File: src/rtl/sm_als_master.sv
// sm_als_master: SPI read master for an 8-bit ambient light sensor.
// One frame is a CS-low window with 16 SCK cycles. SCK idles high. The sensor
// shifts data out on each SCK fall, and the master samples it on each SCK rise.
// Frame layout, MSB first: 3 leading zeros, then 8 data bits, then 5 ignored bits.
//
// Ports:
//   i_clk        - single clock, all state on its rising edge
//   i_rst_n      - synchronous active-low reset
//   i_start      - conversion request, only looked at while idle
//   i_sdo        - serial data from the sensor
//   o_busy       - high from the cycle after start is accepted until back in idle
//   o_done       - one-cycle pulse at frame completion
//   o_value      - last converted light value, held between frames
//   o_frame_err  - last frame had a nonzero leading-zero field, held between frames
//   o_cs         - sensor chip select, active-low, registered
//   o_sck        - SPI clock, idle high, registered
`timescale 1ns/1ps
module sm_als_master #(
    parameter int unsigned DIV   = 4,  // clk cycles per SCK half-period (1..255)
    parameter int unsigned QUIET = 8   // min clk cycles of CS high between frames (1..255)
) (
    input  logic       i_clk,
    input  logic       i_rst_n,
    input  logic       i_start,
    input  logic       i_sdo,
    output logic       o_busy,
    output logic       o_done,
    output logic [7:0] o_value,
    output logic       o_frame_err,
    output logic       o_cs,
    output logic       o_sck
);

    localparam logic [7:0] DivM1   = 8'(DIV - 1);
    localparam logic [7:0] QuietM1 = 8'(QUIET - 1);

    typedef enum logic [2:0] {
        StIdle,
        StSetup,
        StShiftLo,
        StShiftHi,
        StQuiet
    } state_e;

    state_e      r_state, w_state_d;
    logic [7:0]  r_cnt, w_cnt_d;
    logic [4:0]  r_bits, w_bits_d;
    logic [15:0] r_shift, w_shift_d;
    logic        w_done_d;
    logic [7:0]  w_value_d;
    logic        w_ferr_d;
    logic        w_cs_d, w_sck_d, w_busy_d;
    logic        w_phase_end;

    assign w_phase_end = (r_cnt == 8'd0);

    always_comb begin
        w_state_d = r_state;
        w_cnt_d   = r_cnt;
        w_bits_d  = r_bits;
        w_shift_d = r_shift;
        w_done_d  = 1'b0;
        w_value_d = o_value;
        w_ferr_d  = o_frame_err;

        unique case (r_state)
            StIdle: begin
                if (i_start) begin
                    w_state_d = StSetup;
                    w_cnt_d   = DivM1;
                    w_bits_d  = 5'd0;
                end
            end
            StSetup: begin
                if (w_phase_end) begin
                    w_state_d = StShiftLo;
                    w_cnt_d   = DivM1;
                end else begin
                    w_cnt_d = r_cnt - 8'd1;
                end
            end
            StShiftLo: begin
                if (w_phase_end) begin
                    // SCK rises on this edge, so this is the only point where sdo is sampled.
                    w_state_d = StShiftHi;
                    w_cnt_d   = DivM1;
                    w_shift_d = {r_shift[14:0], i_sdo};
                end else begin
                    w_cnt_d = r_cnt - 8'd1;
                end
            end
            StShiftHi: begin
                if (w_phase_end) begin
                    if (r_bits == 5'd15) begin
                        w_state_d = StQuiet;
                        w_cnt_d   = QuietM1;
                        w_bits_d  = 5'd0;
                        w_done_d  = 1'b1;
                        w_value_d = r_shift[12:5];
                        w_ferr_d  = |r_shift[15:13];
                    end else begin
                        w_state_d = StShiftLo;
                        w_cnt_d   = DivM1;
                        w_bits_d  = r_bits + 5'd1;
                    end
                end else begin
                    w_cnt_d = r_cnt - 8'd1;
                end
            end
            StQuiet: begin
                if (w_phase_end) begin
                    w_state_d = StIdle;
                end else begin
                    w_cnt_d = r_cnt - 8'd1;
                end
            end
            default: w_state_d = StIdle;
        endcase

        // Pin outputs are decoded from the next state so they are registered
        // and line up with the state they describe.
        w_cs_d   = !((w_state_d == StSetup) || (w_state_d == StShiftLo) ||
                     (w_state_d == StShiftHi));
        w_sck_d  = (w_state_d != StShiftLo);
        w_busy_d = (w_state_d != StIdle);
    end

    always_ff @(posedge i_clk) begin
        if (!i_rst_n) begin
            r_state     <= StIdle;
            r_cnt       <= 8'd0;
            r_bits      <= 5'd0;
            r_shift     <= 16'd0;
            o_done      <= 1'b0;
            o_value     <= 8'h00;
            o_frame_err <= 1'b0;
            o_cs        <= 1'b1;
            o_sck       <= 1'b1;
            o_busy      <= 1'b0;
        end else begin
            r_state     <= w_state_d;
            r_cnt       <= w_cnt_d;
            r_bits      <= w_bits_d;
            r_shift     <= w_shift_d;
            o_done      <= w_done_d;
            o_value     <= w_value_d;
            o_frame_err <= w_ferr_d;
            o_cs        <= w_cs_d;
            o_sck       <= w_sck_d;
            o_busy      <= w_busy_d;
        end
    end

endmodule

File: config.mk
export PLATFORM = sky130hd
export DESIGN_NAME = sm_als_master
export DESIGN_NICKNAME = d
export VERILOG_FILES = /design/src/rtl/sm_als_master.sv
export SDC_FILE = /design/constraint.sdc
export NUM_CORES = 1
export LEC_CHECK = 0
export ABC_AREA = 1
export BUFFER_PORTS_ARGS = -buffer_cell sky130_fd_sc_hd__buf_2
export CAP_MARGIN = 20
export CORE_UTILIZATION = 48
export CTS_BUF_LIST = sky130_fd_sc_hd__clkbuf_4 sky130_fd_sc_hd__clkbuf_8
export CTS_CLUSTER_DIAMETER = 40
export DETAILED_ROUTE_END_ITERATION = 12
export GPL_ROUTABILITY_DRIVEN = 0
export PLACE_DENSITY_LB_ADDON = 0.15
export SETUP_SLACK_MARGIN = 0.4
export SLEW_MARGIN = 20
export SYNTH_ARGS = -nofsm -noshare
export SYNTH_HDL_FRONTEND = slang
export SYNTH_SLANG_ARGS = --single-unit
File: constraint.sdc
create_clock -name i_clk -period 3.85 [get_ports i_clk]
set_input_delay 0.77 -clock i_clk [delete_from_list [all_inputs] [get_ports i_clk]]
set_output_delay 0.77 -clock i_clk [all_outputs]
set_load 0.03 [all_outputs]
==> impl_metrics.tcl <==
set metrics [dict create \
    rsz0062_at_grt "no" \
    cts_buffers 5 \
    start_util 0.516 \
    synth_xor_area_frac 0.00894 \
    peakVddDrop_mv 0.346 \
    synth_area_leaders "dfxtp_1, nor2_1, o21ai_0" \
    nFillCells 376 \
    final.period_utilization 0.502 \
    synth_fa_ha_area_frac 0.0192 \
    cp_slowest_stage_delay_ns 0.43 \
    post-cts-setup-buffer-count 0 \
    final-max-slew-violation-count 0 \
    synthSimpleGateAreaFrac 0.262 \
    dieArea_um2 4340 \
    synth_top_area_cell "dfxtp_1" \
    hold_class "register to register" \
    via_per_inst 5.11 \
    antenna_found_initial 0 \
    final_nets 284 \
    reg2reg_depth 6 \
    ant_nets 0 \
    die_h_um 65.9 \
    critPathArrivalTime_ns 2.11 \
    netlist_instances 261 \
    crit_buf_inv 0 \
    setup_viol 0 \
    hold_start "o_value[7]$_SDFFE_PN0P_" \
    vias 1662 \
    maxSlewHeadroom 0.652 \
    min_delay_worst_endpoint "o_value[7]$_SDFFE_PN0P_" \
    clock-sinks 45 \
    ioPinCount 17 \
    synth_nets 268 \
    synth-seq-cells 45 \
    tightest_slew_ns 0.520 \
    fp.dieW_um 65.9 \
    diodes 0 \
    ff_latch_area_um2 901 \
    grt_max_degree 30 \
    core_um2 3800 \
    cts_root_buf "clkbuf_8" \
    p_per_area_nw_per_um2 520 \
    crit_path_end_kind "register" \
    finClkSkew_ns 0.00204 \
    cts-hold-fix-buffers 0 \
    maxCapViolations 0 \
    synth_top_family_by_area "simple AND/OR/NAND/NOR gates" \
    hold_viol_final 0 \
    criticalPathCategory "register to register" \
    slowest_stage "nand3_1" \
    r2r_start "r_bits[0]$_SDFFE_PN0P_" \
    drc 0 \
    muxShareOfSynthArea 0 \
    status "finished clean" \
    port-buffer-count 16 \
    drive_gt1_frac 0.126 \
    synth_cell_types 26 \
    grt_pass1_wl_um 6310 \
    rrSetupSlack_ns 1.92 \
    grt_pass1_vias 1453 \
    holdPathStages 2 \
    cp_cell_sequence "ha_1 -> nand3_1 -> nor2_1 -> nand3_1 -> nor4_1 -> nor2_1" \
    path_clk_slew_ns 0.08 \
    dp_hpwl_um 2580 \
    postSynthAreaPerCell_um2 7.51 \
    cts_buffer_depth 2 \
    row_count 22 \
    hold_ws_ns 0.446 \
    firstDrtPassIters 4 \
    cts.htree.levels 2 \
    grt_overflow_total 0 \
    worst-path-max-fanout 13 \
    multiInputGateArea_um2 898 \
    cts_tree "done" \
    synth-compound-area-share 0.169 \
    required_ns 4.03 \
    postCtsResizedCells 0 \
    max_freq_ghz 0.517 \
    cp-start-kind "register" \
    clock_latency_ns 0.29 \
    min_period_ns 1.93 \
    ys_seq_area_frac 0.460 \
    yosys.area.top_type_share 0.460 \
    wl_per_cell_um 11.3 \
    area_delta_synth_final_pct 9.58 \
    drt_iter0_drc 107 \
    leakagePower_nw 0.964 \
    syn_area_um2 1960 \
    cpLargestDelayFamily "simple AND/OR/NAND/NOR gates" \
    setup_tns_ns 0 \
    r2r-end "o_frame_err$_SDFFE_PN0P_" \
    routed_wirelength_um 3670 \
    ys_warn_count 0 \
    grtUsageTotal 0.191 \
]
cells in the final DEF (no fill, tap or decap):
cell type / n
inv_1: 27
buf_2: 16
nor2_8: 2
inv_4: 2
clkbuf_8: 6
nor2_1: 48
nand3_1: 17
o21ai_0: 28
nor4_1: 1
o21a_1: 1
nor3_4: 1
nand2_1: 37
a211oi_1: 7
a211oi_2: 1
nor2_2: 3
inv_2: 1
ha_1: 3
nor3_1: 3
dfxtp_1: 45
xor2_1: 2
clkbuf_4: 1
a21oi_1: 19
nand2_2: 2
o21ai_1: 3
o211ai_1: 1
sequential cells by signal (all words and copies together), names as in the netlist, 3 cells and up:
register and count:
r_shift 16, r_bits 5, r_cnt 8, r_state 3, o_value 8
Yosys cell counts (all sizes together):
cell type / number
nor2: 53
dfxtp: 45
nand2: 39
o21ai: 31
inv: 30
a21oi: 19
nand3: 17
a211oi: 8
buf: 4
nor3: 4
clkbuf: 3
ha: 3
xor2: 2
nor4: 1
o211ai: 1
o21a: 1
metal layers:
metal	vias to the layer above	global-route usage	wire [um]
li1	875	-	-
met1	750	0.248	1790
met3	6	0.0414	133
met5	-	0	0
met2	31	0.309	1680
met4	0	0.0652	55
worst register-to-register path, stage by stage, from the launching register on:
cell,delay (ns)
dfxtp_1,0.38
ha_1,0.20
nand3_1,0.17
nor2_1,0.25
nand3_1,0.43
nor4_1,0.32
nor2_1,0.08
area by class of cell:
type                       instances  share of cell area
inverter                          30              0.0548
tap                               48              0.0280
sequential                        45               0.420
clock buffer                       7              0.0420
multi-input combinational        179               0.418
timing repair buffer              16              0.0373
cell families after synthesis:
| kind of cell | after synthesis |
|---|---|
| DFF | 45 |
| AOI/OAI and AO/OA | 60 |
| and+or+nand+nor | 114 |
| xor gates and xnor gates | 2 |
| buffers and inverters | 37 |
| adders and majority gates | 3 |
report_power, final:
| group | internal [W] | switching [W] |
|---|---|---|
| clock | 0.000149 | 0.000146 |
| sequential | 0.000504 | 0.0000256 |
| combinational | 0.0000921 | 0.000200 |
how the worst max path moves through the flow:
stage / depth (start not counted) / slack, ns / end / start
after CTS: 6 / 1.89 / o_frame_err$_SDFFE_PN0P_ / r_bits[0]$_SDFFE_PN0P_
after floorplan: 4 / 2.37 / o_value[7]$_SDFFE_PN0P_ / i_rst_n
final: 6 / 1.92 / o_frame_err$_SDFFE_PN0P_ / r_bits[0]$_SDFFE_PN0P_
after global placement: 4 / 1.92 / o_cs$_SDFF_PN1_ / i_rst_n
after global routing: 6 / 1.72 / o_value[7]$_SDFFE_PN0P_ / r_bits[0]$_SDFFE_PN0P_
after detailed placement: 4 / 1.86 / o_cs$_SDFF_PN1_ / i_rst_n
per-stage QoR:
| step | setup slack, ns | cells | power, W | cell area [um^2] | utilization |
|---|---|---|---|---|---|
| finish | 1.92 | 325 | 0.00112 | 2150 | 0.565 |
| global route | 1.72 | 325 | 0.00119 | 2150 | 0.565 |
| CTS | 1.89 | 325 | 0.00113 | 2150 | 0.565 |
| detailed placement | 1.86 | 318 | 0.000835 | 2060 | 0.542 |
| global placement | 1.92 | 318 | 0.000831 | 2060 | 0.542 |
| floorplan | 2.37 | 261 | 0.000779 | 1960 | - |
No activity file was read; power rests on OpenSTA's default activity.
